==> src/rtl/lab1_imul_mac_pkg.sv <==
// Shared types and message geometry for the multiply-accumulate initiator.
// Used by lab1_imul_mac_initiator and lab1_imul_mac_tag_fifo.
package lab1_imul_mac_pkg;

    typedef enum logic [1:0] {
        ACC   = 2'd0,
        DRAIN = 2'd1,
        DONE  = 2'd2
    } state_t;

    localparam int A_NBITS   = 32;
    localparam int IN_NBITS  = 65;
    localparam int REQ_NBITS = 64;
    localparam int LAST_BIT  = 64;

endpackage

==> src/rtl/lab1_imul_mac_tag_fifo.sv <==
// One-bit tag FIFO that remembers which in-flight multiply carries the "last" mark.
// Push and pop may occur together even when full.
module lab1_imul_mac_tag_fifo #(
    parameter int p_depth = 2
) (
    input  logic clk,
    input  logic reset,
    input  logic push,
    input  logic push_data,
    input  logic pop,
    output logic pop_data,
    output logic full,
    output logic empty
);
    localparam int CNT_W = $clog2(p_depth + 1);
    localparam int PTR_W = (p_depth > 1) ? $clog2(p_depth) : 1;
    localparam logic [PTR_W-1:0] LAST_PTR  = PTR_W'(p_depth - 1);
    localparam logic [CNT_W-1:0] DEPTH_CNT = CNT_W'(p_depth);

    logic [p_depth-1:0] mem_reg;
    logic [p_depth-1:0] wr_en;
    logic [PTR_W-1:0]   wr_ptr_reg;
    logic [PTR_W-1:0]   rd_ptr_reg;
    logic [CNT_W-1:0]   count_reg;
    logic               push_ok;
    logic               pop_ok;

    assign full     = (count_reg == DEPTH_CNT);
    assign empty    = (count_reg == '0);
    assign pop_ok   = pop && !empty;
    // A full FIFO only takes a push when the head leaves in the same cycle.
    assign push_ok  = push && (!full || pop_ok);
    assign pop_data = mem_reg[rd_ptr_reg];

    genvar gi;
    generate
        for (gi = 0; gi < p_depth; gi++) begin : g_wr_en
            assign wr_en[gi] = push_ok && (wr_ptr_reg == PTR_W'(gi));
        end
    endgenerate

    always_ff @(posedge clk) begin
        for (int i = 0; i < p_depth; i++) begin
            if (wr_en[i]) mem_reg[i] <= push_data;
        end
    end

    always_ff @(posedge clk) begin
        if (reset) begin
            wr_ptr_reg <= '0;
            rd_ptr_reg <= '0;
            count_reg  <= '0;
        end else begin
            if (push_ok) wr_ptr_reg <= (wr_ptr_reg == LAST_PTR) ? '0 : wr_ptr_reg + 1'b1;
            if (pop_ok)  rd_ptr_reg <= (rd_ptr_reg == LAST_PTR) ? '0 : rd_ptr_reg + 1'b1;
            case ({push_ok, pop_ok})
                2'b10:   count_reg <= count_reg + 1'b1;
                2'b01:   count_reg <= count_reg - 1'b1;
                default: count_reg <= count_reg;
            endcase
        end
    end

endmodule

==> src/rtl/lab1_imul_mac_initiator.sv <==
// Streams operand pairs to a val/rdy multiplier and sums the returned products per "last"-terminated sequence.
// Optional macro LAB1_IMUL_MAC_INITIATOR_OVF_EN adds out_ovf, a sticky carry-out-of-bit-31 flag.
module lab1_imul_mac_initiator
    import lab1_imul_mac_pkg::*;
#(
    parameter int p_max_outstanding = 2
) (
    input  logic                 clk,
    input  logic                 reset,
    input  logic                 in_val,
    output logic                 in_rdy,
    input  logic [IN_NBITS-1:0]  in_msg,
    output logic                 mul_req_val,
    input  logic                 mul_req_rdy,
    output logic [REQ_NBITS-1:0] mul_req_msg,
    input  logic                 mul_resp_val,
    output logic                 mul_resp_rdy,
    input  logic [A_NBITS-1:0]   mul_resp_msg,
    output logic                 out_val,
    input  logic                 out_rdy,
    output logic [A_NBITS-1:0]   out_msg
`ifdef LAB1_IMUL_MAC_INITIATOR_OVF_EN
    ,
    output logic                 out_ovf
`endif
);
    state_t             state_reg, state_next;
    logic [A_NBITS-1:0] acc_reg, acc_next;
    logic [A_NBITS-1:0] out_msg_reg, out_msg_next;
    logic [A_NBITS-1:0] sum;
    logic               can_issue;
    logic               issue_fire;
    logic               resp_fire;
    logic               tag_head;
    logic               tag_full;
    logic               tag_empty;

    // The tag FIFO occupancy doubles as the outstanding-request count.
    lab1_imul_mac_tag_fifo #(
        .p_depth (p_max_outstanding)
    ) u_tag_fifo (
        .clk       (clk),
        .reset     (reset),
        .push      (issue_fire),
        .push_data (in_msg[LAST_BIT]),
        .pop       (resp_fire),
        .pop_data  (tag_head),
        .full      (tag_full),
        .empty     (tag_empty)
    );

    assign can_issue    = (state_reg == ACC) && !tag_full;
    assign in_rdy       = mul_req_rdy && can_issue;
    assign mul_req_val  = in_val && can_issue;
    assign mul_req_msg  = in_msg[REQ_NBITS-1:0];
    assign mul_resp_rdy = (state_reg != DONE) && !tag_empty;
    assign issue_fire   = in_val && in_rdy;
    assign resp_fire    = mul_resp_val && mul_resp_rdy;
    assign out_val      = (state_reg == DONE);
    assign out_msg      = out_msg_reg;

`ifdef LAB1_IMUL_MAC_INITIATOR_OVF_EN
    logic [A_NBITS:0] sum_wide;
    logic             ovf_reg, ovf_next;
    logic             out_ovf_reg, out_ovf_next;

    assign sum_wide = {1'b0, acc_reg} + {1'b0, mul_resp_msg};
    assign sum      = sum_wide[A_NBITS-1:0];
    assign out_ovf  = out_ovf_reg;

    always_comb begin
        ovf_next     = ovf_reg;
        out_ovf_next = out_ovf_reg;
        if (resp_fire) begin
            ovf_next = ovf_reg | sum_wide[A_NBITS];
            if (tag_head) begin
                out_ovf_next = ovf_next;
                ovf_next     = 1'b0;
            end
        end
        if ((state_reg == DONE) && out_rdy) out_ovf_next = 1'b0;
    end

    always_ff @(posedge clk) begin
        if (reset) begin
            ovf_reg     <= 1'b0;
            out_ovf_reg <= 1'b0;
        end else begin
            ovf_reg     <= ovf_next;
            out_ovf_reg <= out_ovf_next;
        end
    end
`else
    assign sum = acc_reg + mul_resp_msg;
`endif

    always_comb begin
        state_next   = state_reg;
        acc_next     = acc_reg;
        out_msg_next = out_msg_reg;
        case (state_reg)
            ACC:     if (issue_fire && in_msg[LAST_BIT]) state_next = DRAIN;
            DRAIN:   state_next = DRAIN;
            DONE:    if (out_rdy) state_next = ACC;
            default: state_next = ACC;
        endcase
        // A response can only pop the last tag after that tag was pushed, so this overrides safely.
        if (resp_fire) begin
            acc_next = sum;
            if (tag_head) begin
                acc_next     = '0;
                out_msg_next = sum;
                state_next   = DONE;
            end
        end
    end

    always_ff @(posedge clk) begin
        if (reset) begin
            state_reg   <= ACC;
            acc_reg     <= '0;
            out_msg_reg <= '0;
        end else begin
            state_reg   <= state_next;
            acc_reg     <= acc_next;
            out_msg_reg <= out_msg_next;
        end
    end

endmodule

==> config.mk <==
export PLATFORM = sky130hd
export DESIGN_NAME = lab1_imul_mac_initiator
export DESIGN_NICKNAME = d
export VERILOG_FILES = /design/src/rtl/lab1_imul_mac_pkg.sv /design/src/rtl/lab1_imul_mac_tag_fifo.sv /design/src/rtl/lab1_imul_mac_initiator.sv
export SDC_FILE = /design/constraint.sdc
export NUM_CORES = 1
export LEC_CHECK = 0
export ABC_AREA = 1
export BUFFER_PORTS_ARGS = -buffer_cell sky130_fd_sc_hd__buf_2
export CAP_MARGIN = 20
export CORE_UTILIZATION = 46
export CTS_CLUSTER_DIAMETER = 120
export DETAILED_ROUTE_END_ITERATION = 6
export PLACE_DENSITY_LB_ADDON = 0.3
export SLEW_MARGIN = 20
export SYNTH_ARGS = -nofsm -noshare
export SYNTH_HDL_FRONTEND = slang
export SYNTH_HIERARCHICAL = 1
export SYNTH_SLANG_ARGS = --single-unit
==> constraint.sdc <==
create_clock -name clk -period 1.9 [get_ports clk]
set_clock_uncertainty 0.1 [all_clocks]
set_input_delay 0.095 -clock clk [delete_from_list [all_inputs] [get_ports clk]]
set_output_delay 0.095 -clock clk [all_outputs]
set_load 0.01 [all_outputs]
# Yosys cells after proc, flatten, opt, wreduce, memory -nomap -nowiden
# Cells that the tools add are included.
# totals
register_bits,72
latch_bits,0
ram_bits,0
rom_bits,0
inputBits,103
out_inout_bits,100
elab_cells,50
n_memories,0
# classes
add_sub_neg,5
multipliers,0
n_div,0
n_lt_le_gt_ge,1
eq_ne,6
n_shift,0
n_mux,11
bitwise_logic,1
reduce_logical,18
# op_table
op,n
$add 32x32->32,1
$mux 32,1
$logic_and 1x1->1,11
$mux 2,4
$eq 2x2->1 const B,3
$pmux 2 s3,1
$eq 2x1->1 const B,2
$logic_not 2->1,2
$mux 1,4
$pmux 2 s2,1
$add 1x1->1 const B,2
$add 2x1->2 const B,1
$logic_not 1->1,2
$lt 1x2->1 const B,1
$ne 2x2->1 const B,1
$reduce_and 2->1,1
$reduce_bool 2->1,1
$sub 2x1->2 const B,1
$logic_or 1x1->1,1
$not 1->1,1

# Logic depth before layout (Yosys ltp)
# Gate-level depths: netlist (run 1).
# logic_depth
ltp_word,10
depth_mapped,14
mapped_depth_nobuf,14

# Cells and area by module
# The synthesis (run 1) kept the hierarchy.
# modules_own_cells
module,n_inst,cells_each,area_each_um2,seq_area_each_um2
lab1_imul_mac_initiator,1,834,5166.2,1321.3
lab1_imul_mac_tag_fifo,1,42,316.6,140.1

# Worst setup path after synthesis (run 1)
# OpenSTA, ideal clock, no wires.
# synth_timing
kind,reg-to-reg
start,register u_tag_fifo.count_reg[0]
end,register u_tag_fifo.count_reg[1]
setup_time_ns,0.064
arrival_time_ns,1.732
required_ns,1.736
path_slack_ns,0.005
stages_incl_launch_ff,14
path_buffers,0
synth_period_minus_slack_ns,1.895
cell_sequence,dfxtp_1 > nor2_2 > nor2_4 > nand2_4 > inv_4 > inv_1 > nand3_2 > nand2_1 > ha_1 > inv_1 > nand2_1 > nor2_1 > nor2_1 > nor2_1
# synth_via
elab_chain_cells,9
word_cells_on_any_way,18
cone_classes,add/sub: 2; eq/ne: 3; mux: 1; reduce/logical: 12
# synth_lines
element,line,source
"start, declared",lab1_imul_mac_tag_fifo.sv:24,logic [CNT_W-1:0] count_reg;
"start signal, assigned",lab1_imul_mac_tag_fifo.sv:57,2'b10: count_reg <= count_reg + 1'b1;
"start signal, assigned",lab1_imul_mac_tag_fifo.sv:58,2'b01: count_reg <= count_reg - 1'b1;
"start signal, assigned",lab1_imul_mac_tag_fifo.sv:59,default: count_reg <= count_reg;
$logic_not 2->1 (*),lab1_imul_mac_tag_fifo.sv:29,assign empty = (count_reg == '0);
via tag_empty,lab1_imul_mac_initiator.sv:36,logic tag_empty;
$logic_not 1->1 (*),lab1_imul_mac_initiator.sv:56,assign mul_resp_rdy = (state_reg != DONE) && !tag_empty;
$logic_and 1x1->1 (*),lab1_imul_mac_initiator.sv:56,
via mul_resp_rdy,lab1_imul_mac_initiator.sv:17,"output logic mul_resp_rdy,"
$logic_and 1x1->1 (*),lab1_imul_mac_initiator.sv:58,assign resp_fire = mul_resp_val && mul_resp_rdy;
via resp_fire,lab1_imul_mac_initiator.sv:33,logic resp_fire;
$logic_and 1x1->1 (*),lab1_imul_mac_tag_fifo.sv:30,assign pop_ok = pop && !empty;
$logic_or 1x1->1,lab1_imul_mac_tag_fifo.sv:32,assign push_ok = push && (!full || pop_ok);
$logic_and 1x1->1,lab1_imul_mac_tag_fifo.sv:32,
$eq 2x1->1 / $eq 2x2->1 (equally long branches),lab1_imul_mac_tag_fifo.sv:56,"case ({push_ok, pop_ok})"
$pmux 2 s2 / $reduce_bool 2->1 (equally long branches),n/a,
# The timed path passes the listed nets; every way through them passes the cells marked *.
# A chain may end at the register's enable or synchronous reset.

# Final worst setup path (run 1)
# layout_timing
start,register acc_reg[0]
end,register acc_reg[28]
# layout_via
elab_chain_cells,2
# layout_lines
element,line,source
"start, declared",lab1_imul_mac_initiator.sv:28,"logic [A_NBITS-1:0] acc_reg, acc_next;"
"start signal, assigned",lab1_imul_mac_initiator.sv:125,acc_reg <= acc_next;
$add 32x32->32,lab1_imul_mac_initiator.sv:94,assign sum = acc_reg + mul_resp_msg;
$mux 32,lab1_imul_mac_initiator.sv:110,if (tag_head) begin
# Every way passes these cells.

==> results of run 1 <==
## through the flow
| step | util (%) | power (mW) | TNS, ps |
|---|---|---|---|
| 6_report | 60.1 | 4.31 | -1170 |
| 2_1_floorplan | - | 2.29 | 0 |
| 5_1_grt | 60.1 | 4.51 | -3690 |
| 3_5_place_dp | 49.9 | 2.42 | -2390 |
| 3_3_place_gp | 49.9 | 2.42 | -1490 |
| 4_1_cts | 54.0 | 4.16 | -53.8 |
## cell usage after synthesis, types with 3 or more instances
cell / instances
a21oi_1: 57
nand3b_1: 5
o21bai_1: 6
nand3_1: 60
buf_4: 67
nor2_4: 4
nand4_1: 4
ha_1: 32
inv_1: 132
nor3_1: 7
o21ai_0: 8
nor2_2: 3
xor2_1: 11
a22o_1: 8
nand2_1: 315
clkbuf_1: 6
nand2_2: 3
dfxtp_1: 70
nor2_1: 54
## final cells by class
class | instances | area share, %
inverters | 135 | 7.38
flip-flops and latches | 72 | 21.3
well taps | 143 | 2.59
repair buffers | 119 | 10.5
clock inverters | 7 | 1.03
multi-input cells | 592 | 53.9
clock buffers | 9 | 3.26
## cell families (layout without fill, tap and decap cells)
kind of cell               Yosys count  after routing  synth area share (%)
buffers and inverters              213            270                  19.5
xor gates and xnor gates            14             14                  2.37
adders and majority gates           33             33                  7.67
DFF                                 72             72                  26.7
AOI/OAI and AO/OA                   84             84                  8.76
and+or+nand+nor                    460            461                  35.0
## how the worst min path moves through the flow
stage | cells after the start | endpoint | startpoint | slack, ps
global route | 3 | out_msg[0] | mul_resp_msg[0] | 50
finish | 3 | out_msg[0] | mul_resp_msg[0] | 40
detailed placement | 0 | mul_req_msg[0] | in_msg[0] | 90
floorplan | 0 | u_tag_fifo/mem_reg[0] | in_msg[64] | 90
CTS | 4 | out_msg[3] | reset | 50
global placement | 0 | mul_req_msg[0] | in_msg[0] | 90
## critical path, stage by stage (launching register included)
cell and delay, ps:
dfxtp_2 330, ha_4 160, fa_2 410, nand2_2 90
inv_2 40, nand2_2 60, nand2_2 70, nand3_2 90
nand3_4 140, nand2_2 120, nand3_1 120, nand3_2 110
a21oi_2 50
## timing repair
action	4_1_cts	5_1_grt
endpoints found under the hold margin	4	0
setup endpoints to repair	37	57
buffers inserted	1	5
gates resized for setup	27	151
pin swaps	5	43
hold buffers	2	0
cloned	0	1
## metal layers
layer  GRT usage [%]  part of all wire (%)  vias up
met4            9.73                   3.1        0
met5               0                     0        -
met2            34.7                    45      161
li1                -                     -     2763
met3            3.72                   5.6       45
met1            32.1                    46     2433
## placed cells by master, fill, tap and decap left out, types with 4 or more instances in the layout
master     Yosys  layout
nand3b_1       5       5
a22o_1         8       8
nand3_4        0       4
inv_1        132     124
nor3_2         0       4
ha_1          32       7
dfxtp_1       70      59
inv_2          2       9
nor2_1        54      36
nand3_1       60      40
a21oi_2        0      13
nand2_4        1      10
nor2_4         4       8
nor2_2         3      18
nand2_1      315     269
buf_2          2      74
o21bai_1       6       6
nand4_1        4       4
xor2_2         1       5
dfxtp_2        0      11
ha_4           0      24
clkbuf_16      0       9
xor2_1        11       7
o21ai_0        8       7
nand2_2        3      39
a21oi_1       57      44
buf_4         67      40
nand3_2        1      17
## power by group
part	internal, mW	leakage, nW	switching [mW]	total (mW)
registers	1.58	0.590	0.0419	1.62
clock network	1.02	0.139	0.699	1.71
logic	0.398	2.88	0.578	0.976
total	2.99	3.61	1.32	4.31
==> results by group, run 1 <==
Finish
  • Filler-free cell count of the finished design: 1077
  • Area of combinational cells with multiple inputs: 3730 sq um
  • Layout cells sized above 1: 32.2%
  • Final design instance area without fill: 6920 sq um
  • Area occupied by registers: 1480 sq um
  • Synth-to-Final Area Change: 26.1%
  • Final layout net count: 1065
  • Filler cell count in the final layout: 1064
  • Number of antenna cells inserted: 0

Routing
  • Iteration count of the initial detailed-routing pass: 7
  • Number of design rule violations left after detail routing: 34
  • ANT nets after route: 0
  • Via density: 5.02
  • 1st-iter DRT viols: 292
  • Post-Route WL: 15.0 mm
  • Via count: 5402
  • Detailed-route wire length per cell: 13.9 um

Setup path
  • Critical path data arrival time: 2150 ps
  • Worst reg2reg endpoint: acc_reg[28]
  • Worst setup startpoint: acc_reg[0]
  • Crit path max fanout: 3
  • Critical Path Sink: acc_reg[28]
  • R2R depth: 12
  • Slack of the worst reg-to-reg path: -120 ps
  • CP Data Required Time: 2020 ps
  • Crit Path Class: flop to flop
  • Sort of element at the end of the critical path: flop
  • Startpoint of the most critical register-to-register path: acc_reg[0]
  • Element type at the critical path start: flop

Placed design
  • Worst setup slack before clock tree synthesis: -228 ps
  • Detail Placement HPWL: 10.3 mm
  • IO buf count: 74
  • Dpl cell area: 5750 sq um
  • Weighted congestion at the end of routability-driven global placement: 0.889
  • Cell count after placement: 1052

Clock tree
  • Clock latency at the later pin of the worst-skew pair: 350 ps
  • Clock edge transition at the registers on the reported setup and hold paths: 60 ps
  • Number of clock buffers inserted by TritonCTS: 9
  • Clock tree sinks: 72
  • Clock tree buffer depth: 2
  • Depth of the CTS H-tree: 3
  • Cell chosen for the clock root: clkbuf_16
  • Clock tree from TritonCTS: yes

Status
  • Result of the run: finished with violations
  • Violations in the final reports: design-rule violations, negative setup slack

GRT
  • Number of global-route vias before repair: 4805
  • Pin count of the biggest net entering global routing: 37
  • Antenna violations before repair: 0
  • Global Route Usage Sum: 22.9%
  • Total congestion overflow: 0
  • Global-route wire length before repair: 22.8 mm

STA
  • Setup repair after global routing missed its margin: true
  • Final Cycle Share: 107%
  • Final hold violation count: 0
  • Post-layout worst setup margin: -124 ps
  • Transition at the pin with the smallest max-transition slack: 784 ps
  • Final Setup Violations: 18
  • Final hold slack: 43.9 ps
  • Relative slew slack: 47.7%
  • Slew Limit Fails: 0
  • Final Critical Period: 2020 ps
  • Peak clock frequency supported by timing: 494 MHz

Yosys
  • Library cells used by synthesis: 37
  • Syn avg cell area: 6.26 sq um
  • Ranking of synthesized cells by area: dfxtp_1 (26%), nand2_1 (22%), buf_4 (9.2%)
  • Cell area after synthesis: 5480 sq um
  • Synth Warn #: 6
  • Register bit count reported by yosys: 72
  • Mapped Cells: 876
  • Most used DFF post-synth: dfxtp_1
  • Leading area contributor after synthesis: dfxtp_1
  • Fraction of registers with async set/reset: 0%
  • Number of enable flip-flop cells after synthesis: 2
  • Top cell type's share of synthesized area: 25.6%
  • Sequential fraction of the synthesis area: 26.7%
  • Net count after synthesis: 1012

Worst hold path
  • Type of the most critical hold path: input pin to flop

Floorplanning
  • Core region area: 11500 sq um
  • Rows: 39
  • Width of the chip: 111 um
  • Total die area: 12400 sq um
  • Die outline height: 111 um
  • Starting density of the core: 47.6%
  • Io pins: 203

Flow run
  • Max-cap viol count: 0

Power
  • Total power divided by cell area: 624 nW/um^2
  • Largest vdd supply drop: 0.374 mV
  • Reported leakage power: 3.61 nW
(Power assumes the default switching activity.)
==> run 2, diff against run 1 <==
--- a/config.mk
+++ b/config.mk
@@ -11,7 +11,7 @@
 export CORE_UTILIZATION = 46
 export CTS_CLUSTER_DIAMETER = 120
 export DETAILED_ROUTE_END_ITERATION = 6
-export PLACE_DENSITY_LB_ADDON = 0.3
+export PLACE_DENSITY = 0.78
 export SLEW_MARGIN = 20
 export SYNTH_ARGS = -nofsm -noshare
 export SYNTH_HDL_FRONTEND = slang
==> results by group, run 2 (same netlist as run 1, synthesis figures left out) <==
STA
  • Relative slew slack: 61.7%
  • Slew Limit Fails: 0
  • Final hold slack: 56.8 ps
  • Final Critical Period: 2010 ps
  • Transition at the pin with the smallest max-transition slack: 574 ps
  • Peak clock frequency supported by timing: 497 MHz
  • Final Setup Violations: 12
  • Final Cycle Share: 106%
  • Post-layout worst setup margin: -112 ps
  • Setup repair after global routing missed its margin: true
  • Final hold violation count: 0

Power
  • Flop pwr share: 37.3%
  • Relative contribution of the clock network to total power: 39.7%
  • Combinational power share: 22.9%
  • Overall power after layout: 4.36 mW
  • Net switching power of the design: 1.34 mW
  • Largest vdd supply drop: 0.362 mV
  • Reported leakage power: 3.55 nW
  • Internal power: 3.02 mW
  • Total power divided by cell area: 627 nW/um^2
  • Sw Ratio: 30.7%

Setup path
  • Sort of element at the end of the critical path: flop
  • Critical path cell sequence: ha_4 -> fa_2 -> nand2_2 -> inv_2 -> nand2_2 -> nand2_4 -> nand3_2 -> nand3_4 -> xor2_1 -> nand2_1 -> a21oi_1
  • Slowest stage cell on the critical path: fa_2
  • Critical path data arrival time: 2170 ps
  • Crit path max fanout: 3
  • CP Data Required Time: 2060 ps
  • Largest stage delay on the critical path: 390 ps
  • Cell repeated most along the worst path: nand2_2
  • Element type at the critical path start: flop
  • Crit Path Class: flop to flop

Placed design
  • Cell count after placement: 1050
  • IO buf count: 74
  • Worst setup slack before clock tree synthesis: -179 ps
  • Detail Placement HPWL: 10.4 mm
  • Weighted congestion at the end of routability-driven global placement: 0.920

Finish
  • Filler cell count in the final layout: 966
  • Share of the core filled with cells: 60.3%
  • Final layout net count: 1059
  • Area occupied by registers: 1490 sq um
  • Synth-to-Final Area Change: 26.7%
  • Number of antenna cells inserted: 0
  • Most common cell after layout, fill and taps aside: nand2_1
  • Layout cells sized above 1: 33.4%
  • Area of combinational cells with multiple inputs: 3780 sq um
  • Filler-free cell count of the finished design: 1071
  • Most used cells in the layout excluding fill and tap cells: nand2_1 (267), inv_1 (123), buf_2 (74)

Routing
  • Iteration count of the initial detailed-routing pass: 7
  • Number of design rule violations left after detail routing: 34
  • 1st-iter DRT viols: 386
  • Detailed-route wire length per cell: 14.1 um
  • Post-Route WL: 15.1 mm
  • Via density: 5.14
  • ANT nets after route: 0
  • Via count: 5510

Floorplanning
  • Starting density of the core: 47.6%
  • Io pins: 203
  • Die outline height: 111 um
  • Rows: 39
  • Core region area: 11500 sq um
  • Width of the chip: 111 um
  • Total die area: 12400 sq um

GRT
  • Total congestion overflow: 0
  • Pin count of the biggest net entering global routing: 34
  • Number of global-route vias before repair: 4909
  • Global Route Usage Sum: 22.7%
  • Antenna violations before repair: 0
  • Global-route wire length before repair: 22.7 mm

Clock tree
  • Clock tree sinks: 72
  • Clock tree from TritonCTS: yes
  • Clock latency at the later pin of the worst-skew pair: 340 ps
  • Clock edge transition at the registers on the reported setup and hold paths: 60 ps
  • Depth of the CTS H-tree: 3
  • Number of clock buffers inserted by TritonCTS: 9
  • Clock tree buffer depth: 2
  • Cell chosen for the clock root: clkbuf_16

Status
  • Result of the run: finished with violations
  • Violations in the final reports: design-rule violations, negative setup slack

Flow run
  • Max-cap viol count: 0

Worst hold path
  • Type of the most critical hold path: input pin to flop
[run 2: metal layers]
metal	vias to the layer above	wire, um	global-route usage, %
met1	2515	6780	30.2
met4	0	357	9.19
met3	40	966	4.26
met2	207	7030	36.2
li1	2748	-	-
met5	-	0	0
[run 2: worst paths after layout]
path / endpoint / depth (start not counted) / slack [ps] / startpoint
worst max-delay path: acc_reg[12] / 11 / -110 / acc_reg[0]
worst min-delay path: out_msg[0] / 3 / 60 / mul_resp_msg[0]
worst max register to register: acc_reg[12] / 11 / -110 / acc_reg[0]
worst min register to register: state_reg[0] / 1 / 340 / state_reg[1]
[run 2: layout make-up]
cell class	instances	area share, %
tap	143	2.57
sequential	72	21.4
multi-input combinational	592	54.3
clock inverter	7	1.12
clock buffer	9	3.24
inverter	135	7.33
timing repair buffer	113	10.0
[run 2: power by group through the flow]
stage	Clock (mW)	Combinational (mW)	Sequential [mW]
final	1.73	1.00	1.63
after global routing	1.83	1.09	1.63
after CTS	1.75	0.824	1.61
after detailed placement	0	0.784	1.65
after global placement	0	0.777	1.64
after floorplan	0	0.637	1.66
[run 2: through the flow]
stage,instance area (sq um),setup TNS (ps)
after floorplan,5480,0
after global placement,5760,-908
after detailed placement,5760,-2200
after CTS,6240,-40.6
after global routing,6950,-2520
final,6950,-433
[run 2: critical path: cells and delay by family (launching register included)]
| family | cells | cell delay (ps) |
|---|---|---|
| XOR/XNOR | 1 | 240 |
| AO/OA/AOI/OAI | 1 | 160 |
| AND/OR/NAND/NOR | 6 | 500 |
| buffers and inverters | 1 | 40 |
| adder cells (fa/ha/maj) | 2 | 550 |
| flip-flops | 1 | 330 |
[run 2: repair_timing]
item,4_1_cts,5_1_grt
gates cloned,0,1
setup endpoints to repair,38,53
gates resized for setup,30,163
hold buffers,3,0
setup buffers,0,1
pin swaps,8,45
hold endpoints to repair,4,0
